`src/rtl/fpu_ctrl_pkg.sv`:
```
// Shared types and constants for the FP-unit sequencer/arbiter.
// Holds the state encoding, the quiet-NaN pattern and port indices.
package fpu_ctrl_pkg;

    typedef enum logic [2:0] {
        IDLE   = 3'd0,
        SETTLE = 3'd1,
        START  = 3'd2,
        WAIT   = 3'd3,
        DONE   = 3'd4
    } state_t;

    localparam logic [31:0] QNAN = 32'h7FC00000;

    localparam logic P0 = 1'b0;
    localparam logic P1 = 1'b1;

endpackage

```
`src/rtl/controle_ponto_flt_arb_rr2.sv`:
```
// arb_rr2: two-input round-robin arbiter, purely combinational.
// Ports: req[1:0], last_grant, enable in; grant[1:0] one-hot, winner out.
module arb_rr2
    import fpu_ctrl_pkg::*;
(
    input  logic [1:0] req,
    input  logic       last_grant,
    input  logic       enable,
    output logic [1:0] grant,
    output logic       winner
);

    always_comb begin
        winner = P0;
        grant  = 2'b00;
        if (req == 2'b11) begin
            // Contention: whoever was not served last time wins.
            winner = ~last_grant;
        end else if (req[1]) begin
            winner = P1;
        end
        if (enable && (|req)) begin
            grant = winner ? 2'b10 : 2'b01;
        end
    end

endmodule

```
`src/rtl/controle_ponto_flt.sv`:
```
// Sequencer/arbiter sharing the FP unit between two requesters.
// Ports: clk, rst_n (sync, active-low); per port req/a/b/mul in,
// ack/resp_valid/resp_s/resp_err out; fpu_a/b/multiplicando/start
// out, fpu_finish/fpu_s in; busy out.
// Optional: FPC_WATCHDOG_EN enables the WAIT-state timeout.
module controle_ponto_flt
    import fpu_ctrl_pkg::*;
#(
    parameter int TIMEOUT_CYC = 64,
    parameter int CNT_W       = 7
) (
    input  logic        clk,
    input  logic        rst_n,
    input  logic        req0,
    input  logic [31:0] a0,
    input  logic [31:0] b0,
    input  logic        mul0,
    output logic        ack0,
    output logic        resp0_valid,
    output logic [31:0] resp0_s,
    output logic        resp0_err,
    input  logic        req1,
    input  logic [31:0] a1,
    input  logic [31:0] b1,
    input  logic        mul1,
    output logic        ack1,
    output logic        resp1_valid,
    output logic [31:0] resp1_s,
    output logic        resp1_err,
    output logic [31:0] fpu_a,
    output logic [31:0] fpu_b,
    output logic        fpu_multiplicando,
    output logic        fpu_start,
    input  logic        fpu_finish,
    input  logic [31:0] fpu_s,
    output logic        busy
);

    // Counter width must be able to hold the timeout value.
    if ((2 ** CNT_W) <= TIMEOUT_CYC) begin : g_cnt_too_narrow
    end

    state_t     state;
    state_t     state_nxt;
    logic       last_grant;
    logic       owner;
    logic       win;
    logic [1:0] gnt;
    logic       take;
    logic       fin;

    // Gate with rst_n so nothing is acked in a cycle whose edge resets.
    arb_rr2 u_arb (
        .req       ({req1, req0}),
        .last_grant(last_grant),
        .enable    ((state == IDLE) && rst_n),
        .grant     (gnt),
        .winner    (win)
    );

    assign take = |gnt;
    assign fin  = (state == WAIT) && fpu_finish;

`ifdef FPC_WATCHDOG_EN
    logic [CNT_W-1:0] cnt;
    logic             tmo;
    logic             err0_q;
    logic             err1_q;

    // Counter reads 0 in the first WAIT cycle; comparing against
    // TIMEOUT_CYC-2 puts DONE exactly TIMEOUT_CYC cycles after START.
    assign tmo = (state == WAIT) && !fpu_finish &&
                 (cnt == CNT_W'(TIMEOUT_CYC - 2));
    assign resp0_err = err0_q;
    assign resp1_err = err1_q;
`else
    assign resp0_err = 1'b0;
    assign resp1_err = 1'b0;
`endif

    always_comb begin
        state_nxt = state;
        unique case (state)
            IDLE:   if (take) state_nxt = SETTLE;
            SETTLE: state_nxt = START;
            START:  state_nxt = WAIT;
            WAIT: begin
                if (fin) state_nxt = DONE;
`ifdef FPC_WATCHDOG_EN
                else if (tmo) state_nxt = DONE;
`endif
            end
            DONE:   state_nxt = IDLE;
            default: state_nxt = IDLE;
        endcase
    end

    always_ff @(posedge clk) begin
        if (!rst_n) begin
            state             <= IDLE;
            last_grant        <= P1;
            owner             <= P0;
            fpu_a             <= '0;
            fpu_b             <= '0;
            fpu_multiplicando <= 1'b0;
            resp0_s           <= '0;
            resp1_s           <= '0;
`ifdef FPC_WATCHDOG_EN
            cnt               <= '0;
            err0_q            <= 1'b0;
            err1_q            <= 1'b0;
`endif
        end else begin
            state <= state_nxt;
            if (take) begin
                last_grant        <= win;
                owner             <= win;
                fpu_a             <= win ? a1 : a0;
                fpu_b             <= win ? b1 : b0;
                fpu_multiplicando <= win ? mul1 : mul0;
            end
            if (fin) begin
                if (owner == P1) resp1_s <= fpu_s;
                else             resp0_s <= fpu_s;
            end
`ifdef FPC_WATCHDOG_EN
            if (state == START) cnt <= '0;
            else if (state == WAIT) cnt <= cnt + 1'b1;
            if (fin) begin
                if (owner == P1) err1_q <= 1'b0;
                else             err0_q <= 1'b0;
            end else if (tmo) begin
                if (owner == P1) begin
                    resp1_s <= QNAN;
                    err1_q  <= 1'b1;
                end else begin
                    resp0_s <= QNAN;
                    err0_q  <= 1'b1;
                end
            end
`endif
        end
    end

    assign ack0        = gnt[0];
    assign ack1        = gnt[1];
    assign fpu_start   = (state == START);
    assign busy        = (state != IDLE);
    assign resp0_valid = (state == DONE) && (owner == P0);
    assign resp1_valid = (state == DONE) && (owner == P1);

endmodule

```
`config.mk`:
```
export PLATFORM = sky130hd
export DESIGN_NAME = controle_ponto_flt
export DESIGN_NICKNAME = d
export VERILOG_FILES = /design/src/rtl/fpu_ctrl_pkg.sv /design/src/rtl/controle_ponto_flt_arb_rr2.sv /design/src/rtl/controle_ponto_flt.sv
export SDC_FILE = /design/constraint.sdc
export NUM_CORES = 1
export LEC_CHECK = 0
export BUFFER_PORTS_ARGS = -buffer_cell sky130_fd_sc_hd__clkbuf_2
export CORE_AREA = 5 5 115 117
export CTS_BUF_LIST = sky130_fd_sc_hd__clkbuf_8
export DETAILED_ROUTE_END_ITERATION = 16
export DIE_AREA = 0 0 120 122
export PLACE_DENSITY = 0.85
export SYNTH_ARGS = -nofsm -noshare
export SYNTH_HDL_FRONTEND = slang
export SYNTH_SLANG_ARGS = --single-unit
export TNS_END_PERCENT = 10
```
`constraint.sdc`:
```
create_clock -name clk -period 2.7 [get_ports clk]
set_input_delay 0.54 -clock clk [delete_from_list [all_inputs] [get_ports clk]]
set_output_delay 0.54 -clock clk [all_outputs]
set_load 0.005 [all_outputs]
```
== Yosys cells after proc, flatten, opt, wreduce, memory -nomap -nowiden ==
Index checks and enable logic that the tools add are counted.

* Logic and storage cells: 39
* Output and inout port bits: 137
* Input port bits: 167
* Flip-flop bits (word level): 134

* Reductions and logical operators: 12
* Bitwise logic cells: 2
* Mux-type cells: 10
* Eq/ne operators: 7

{| class="wikitable"
|+ Operators by type and width
! operator !! count
|-
| two-way mux 32 bit || 2
|-
| case mux 3 bit (4 select lines) || 1
|-
| == test 3 x 2 -> 1 bit (second input constant) || 2
|-
| two-way mux 3 bit || 2
|-
| AND reduction 2 bit || 3
|-
| logical AND 1 bit || 5
|-
| two-way mux 2 bit || 2
|-
| inequality test 2 bit (second input constant) || 2
|-
| OR reduction 2 bit || 2
|-
| == test 3 x 1 -> 1 bit (second input constant) || 1
|-
| == test 3 bit (second input constant) || 1
|-
| zero test 3 bit || 1
|-
| two-way mux 1 bit || 3
|-
| nonzero test 3 bit || 1
|-
| == test 2 bit (second input constant) || 1
|-
| NOT 1 bit || 2
|}

== Longest topological paths before layout ==
* Word-level depth: 7
* Depth in mapped cells: 6
* Depth with buffers taken out: 4

== Modules after synthesis ==
Synthesis repeated with hierarchy kept, for this count alone.

* Cells, all modules: 568
* Area, all modules: 5675.4 sq um

{| class="wikitable"
|+ By module, submodules not included
! module !! cells an instance !! area each (sq um) !! instances !! seq. area each (sq um)
|-
| controle_ponto_flt || 563 || 5645.4 || 1 || 2682.6
|-
| arb_rr2 || 5 || 30.0 || 1 || 0.0
|}

== Least setup slack after synthesis ==
Ideal clock, no wire load.

* Path type: input to output
* Start: input req1
* End: output ack1
* Cell stages on the path: 4
* Path buffers: 1
* Arrival time: 1279 ps
* Path slack: 881 ps
* Required time: 2160 ps
* Cells stage by stage: a21boi_1 > clkbuf_1 > nand3_1 > inv_1

* Longest elaborated chain between the ends: 4
* Elaborated cells between the ends (all ways): 7
* Classes of those cells: eq/ne (1); mux (4); reduce/logical (2)

{| class="wikitable"
|+ RTL lines
! element !! RTL line !! RTL
|-
| start, declared || controle_ponto_flt.sv:22 || <nowiki>input logic req1,</nowiki>
|-
| == test 2 bit / two-way mux 1 bit (equally long branches) || controle_ponto_flt_arb_rr2.sv:16, controle_ponto_flt_arb_rr2.sv:19 ||
|-
| two-way mux 1 bit || controle_ponto_flt_arb_rr2.sv:16 || <nowiki>if (req == 2'b11) begin</nowiki>
|-
| two-way mux 2 bit || controle_ponto_flt_arb_rr2.sv:23 || <nowiki>grant = winner ? 2'b10 : 2'b01;</nowiki>
|-
| two-way mux 2 bit * || controle_ponto_flt_arb_rr2.sv:22 || <nowiki>if (enable && (|req)) begin</nowiki>
|-
| end, declared || controle_ponto_flt.sv:26 || <nowiki>output logic ack1,</nowiki>
|}

Mark *: on every way between the ends. The rest lies on a longest branch, timed or not.

== Worst setup path in the final report ==
* Start: register state[2]
* End: output ack1

* Longest elaborated chain between the ends: 4

{| class="wikitable"
|+ RTL lines
! element !! RTL line !! RTL
|-
| start, declared || controle_ponto_flt.sv:43 || <nowiki>state_t state;</nowiki>
|-
| start signal, assigned || controle_ponto_flt.sv:114 || <nowiki>state <= state_nxt;</nowiki>
|-
| zero test 3 bit || controle_ponto_flt.sv:56 || <nowiki>.enable ((state == IDLE) && rst_n),</nowiki>
|-
| logical AND 1 bit || controle_ponto_flt.sv:56 ||
|-
| logical AND 1 bit || controle_ponto_flt_arb_rr2.sv:22 ||
|-
| two-way mux 2 bit || controle_ponto_flt_arb_rr2.sv:22 ||
|}

Every way passes these cells.

==> run metrics <==
status=completed; #FFs+latches synth=~130; Final Hold Slack=351.1 ps; Clock transition at path regs=roughly 80 ps; layout cells sized above 1=0.3809; core area=between 10000 and 15000 um2; worst relative slew slack=0.2624; antenna violations before repair=0; Post-CTS Setup Bufs=0; startpoint types=flop; Ys Warns=0; synthesized cell area=5547 um2; post-DR vias/cell=5.166; Final GP Congestion=0.8113; syn_area_per_cell=8.560 um2; hold bufs inserted after CTS=0; CTS root buf=clkbuf_8; area leader, netlist=dfxtp_1; Peak VDD IR=0.4107 mV; Initial Util=0.4524; crit-path max FO=33; RSZ-0062 raised after global routing=no; Max Freq=413.8 MHz; count leader, synth=nand2_1; CP max stage cell=dfxtp_1; ys flop type=dfxtp_1; Final WS setup=283.3 ps; die height=~120 um; Final Util=0.6092; clock sinks=134; vias in the first global route=5457; CP arrival=1880 ps; power density cells=between 500 and 600 nW/um2; # resized after CTS=0; Tot GR Track Use=0.2249; via count=5590; Tightest Hold Check Type=in -> reg; DIE AREA=roughly 15000 um2; critical path type=reg -> out; WP data required=2160 ps; Synth cell types=27; initial DRC count=326; top post-synthesis cells by area=dfxtp_1 48%, nand2_1 15%, mux2i_1 12%, a311oi_1 10%, a21oi_1 6.0%; Post-Place Setup Slack=550.6 ps; Area growth, synth to finish=34.67%; first-pass GRT wire length=roughly 26000 um; antenna-violating nets left=0; Period minus WS final=2417 ps; Wirelength per Cell=15.77 um; Worst setup EP type=output pin; max-slew violations=0; Pre-Repair DR Iteration Count=5; crit path cell chain=nor3_4 > buf_4 > nand3_1 > inv_1 > clkbuf_2; top post-synthesis cells by count=228 x nand2_1, 134 x dfxtp_1, 66 x a21oi_1; gate count of the mapped netlist=between 600 and 700; TNS Setup=0 ps; H-tree levels=4; CP bufs+invs=3; period utilization=0.8951; CTS tree=yes; DRC=0; Post-synth EDFFs=0; row count=41; Hold Fails Final Rpt=0; Post-layout nets=about 1100; Max stage delay on crit path=410 ps; max cap viols=0; Leakage=3.639 nW; GRT Residual Overflow=0; IO Count=~300; Die X=120 um; sequential fraction of the synthesis area=0.4836; Largest delay share family, worst path=buffers and inverters; CTS Buf Count=17; diode count=0; clock latency on the worst-skew pair=430 ps; Post-Route WL=about 17000 um; largest net degree at the start of global routing=99; Worst Skew=between 9 and 10 ps; worst slew pin tran=1106 ps; number of I/O port buffers=roughly 300; CTS Buffer Depth=2; Yosys top cell area share=0.4836; HPWL after detailed placement=approximately 13000 um; ys async rst share=0; final setup fails=0
per-stage QoR:
step           cell area (um2)  total power, W  instances
2_1_floorplan             5550        0.002599        649
5_1_grt                   7470        0.004678       1082
4_1_cts                   7470        0.004486       1082
6_report                  7470        0.004447       1082
3_5_place_dp              7096        0.002956       1050
3_3_place_gp              7096        0.002938       1050
metal layers:
layer / part of all wire / global-route usage / vias to the layer above / wire, um
met2: 0.49 / 0.3885 / 260 / 8337
li1: - / - / 2796 / -
met5: 0 / 0 / - / 0
met4: 0.028 / 0.08948 / 0 / 471
met1: 0.39 / 0.2505 / 2502 / 6726
met3: 0.090 / 0.08589 / 32 / 1530
state kept, by name, indices dropped and copies added (netlist names):
name	count
fpu_a	32
fpu_b	32
fpu_multiplicando	1
last_grant	1
owner	1
resp0_s	32
resp1_s	32
state	3
area by class of cell:
cell class                      instances  area [um2]
Inverter                                4       15.01
Multi-Input combinational cell        449        2589
Tap cell                              150       187.7
Clock buffer                           18       247.7
Timing Repair Buffer                  313        1622
Clock inverter                         14       126.4
Sequential cell                       134        2683
Fill cell                            1082        4791
cells in the final DEF, fill, tap and decap left out, drive strengths merged:
| cell | n |
|---|---|
| clkinv | 6 |
| bufinv | 1 |
| clkinvlp | 5 |
| buf | 13 |
| o21ai | 3 |
| nand3 | 3 |
| or3b | 1 |
| inv | 6 |
| mux2i | 64 |
| nand2 | 228 |
| nor3b | 2 |
| nor2 | 6 |
| dfxtp | 134 |
| o21a | 1 |
| nor3 | 3 |
| conb | 2 |
| a21oi | 66 |
| a21boi | 1 |
| a311oi | 65 |
| and3 | 1 |
| a2bb2oi | 1 |
| a21bo | 1 |
| clkbuf | 318 |
| nand2b | 1 |
final timing paths:
kind,cells after the start,start,to,slack [ps]
worst max-delay path,5,state[2],ack1,280
worst min-delay path,3,a0[1],fpu_a[1],350
worst max register to register,5,state[2],fpu_a[25],690
worst min register to register,2,resp0_s[5],resp0_s[5],460
tightest hold or removal path, cell delays in order:
cell	delay (ps)
clkbuf_2	80
nand2_1	40
a311oi_1	70
where the power goes:
group	switching [W]	internal [W]	leakage, nW
logic	0.000427	0.000323	2.37
registers	0.0000655	0.00209	1.09
clock network	0.000788	0.000755	0.177
cells by family after synthesis:
group | count (synthesis) | synth area share
AND/OR/NAND/NOR | 245 | 0.1730
AO/OA/AOI/OAI | 138 | 0.1710
other | 1 | 0.0006761
buffers and inverters | 66 | 0.05617
flip-flops | 134 | 0.4836
multiplexers | 64 | 0.1155
Note: power is estimated with default switching activity, not from simulation.
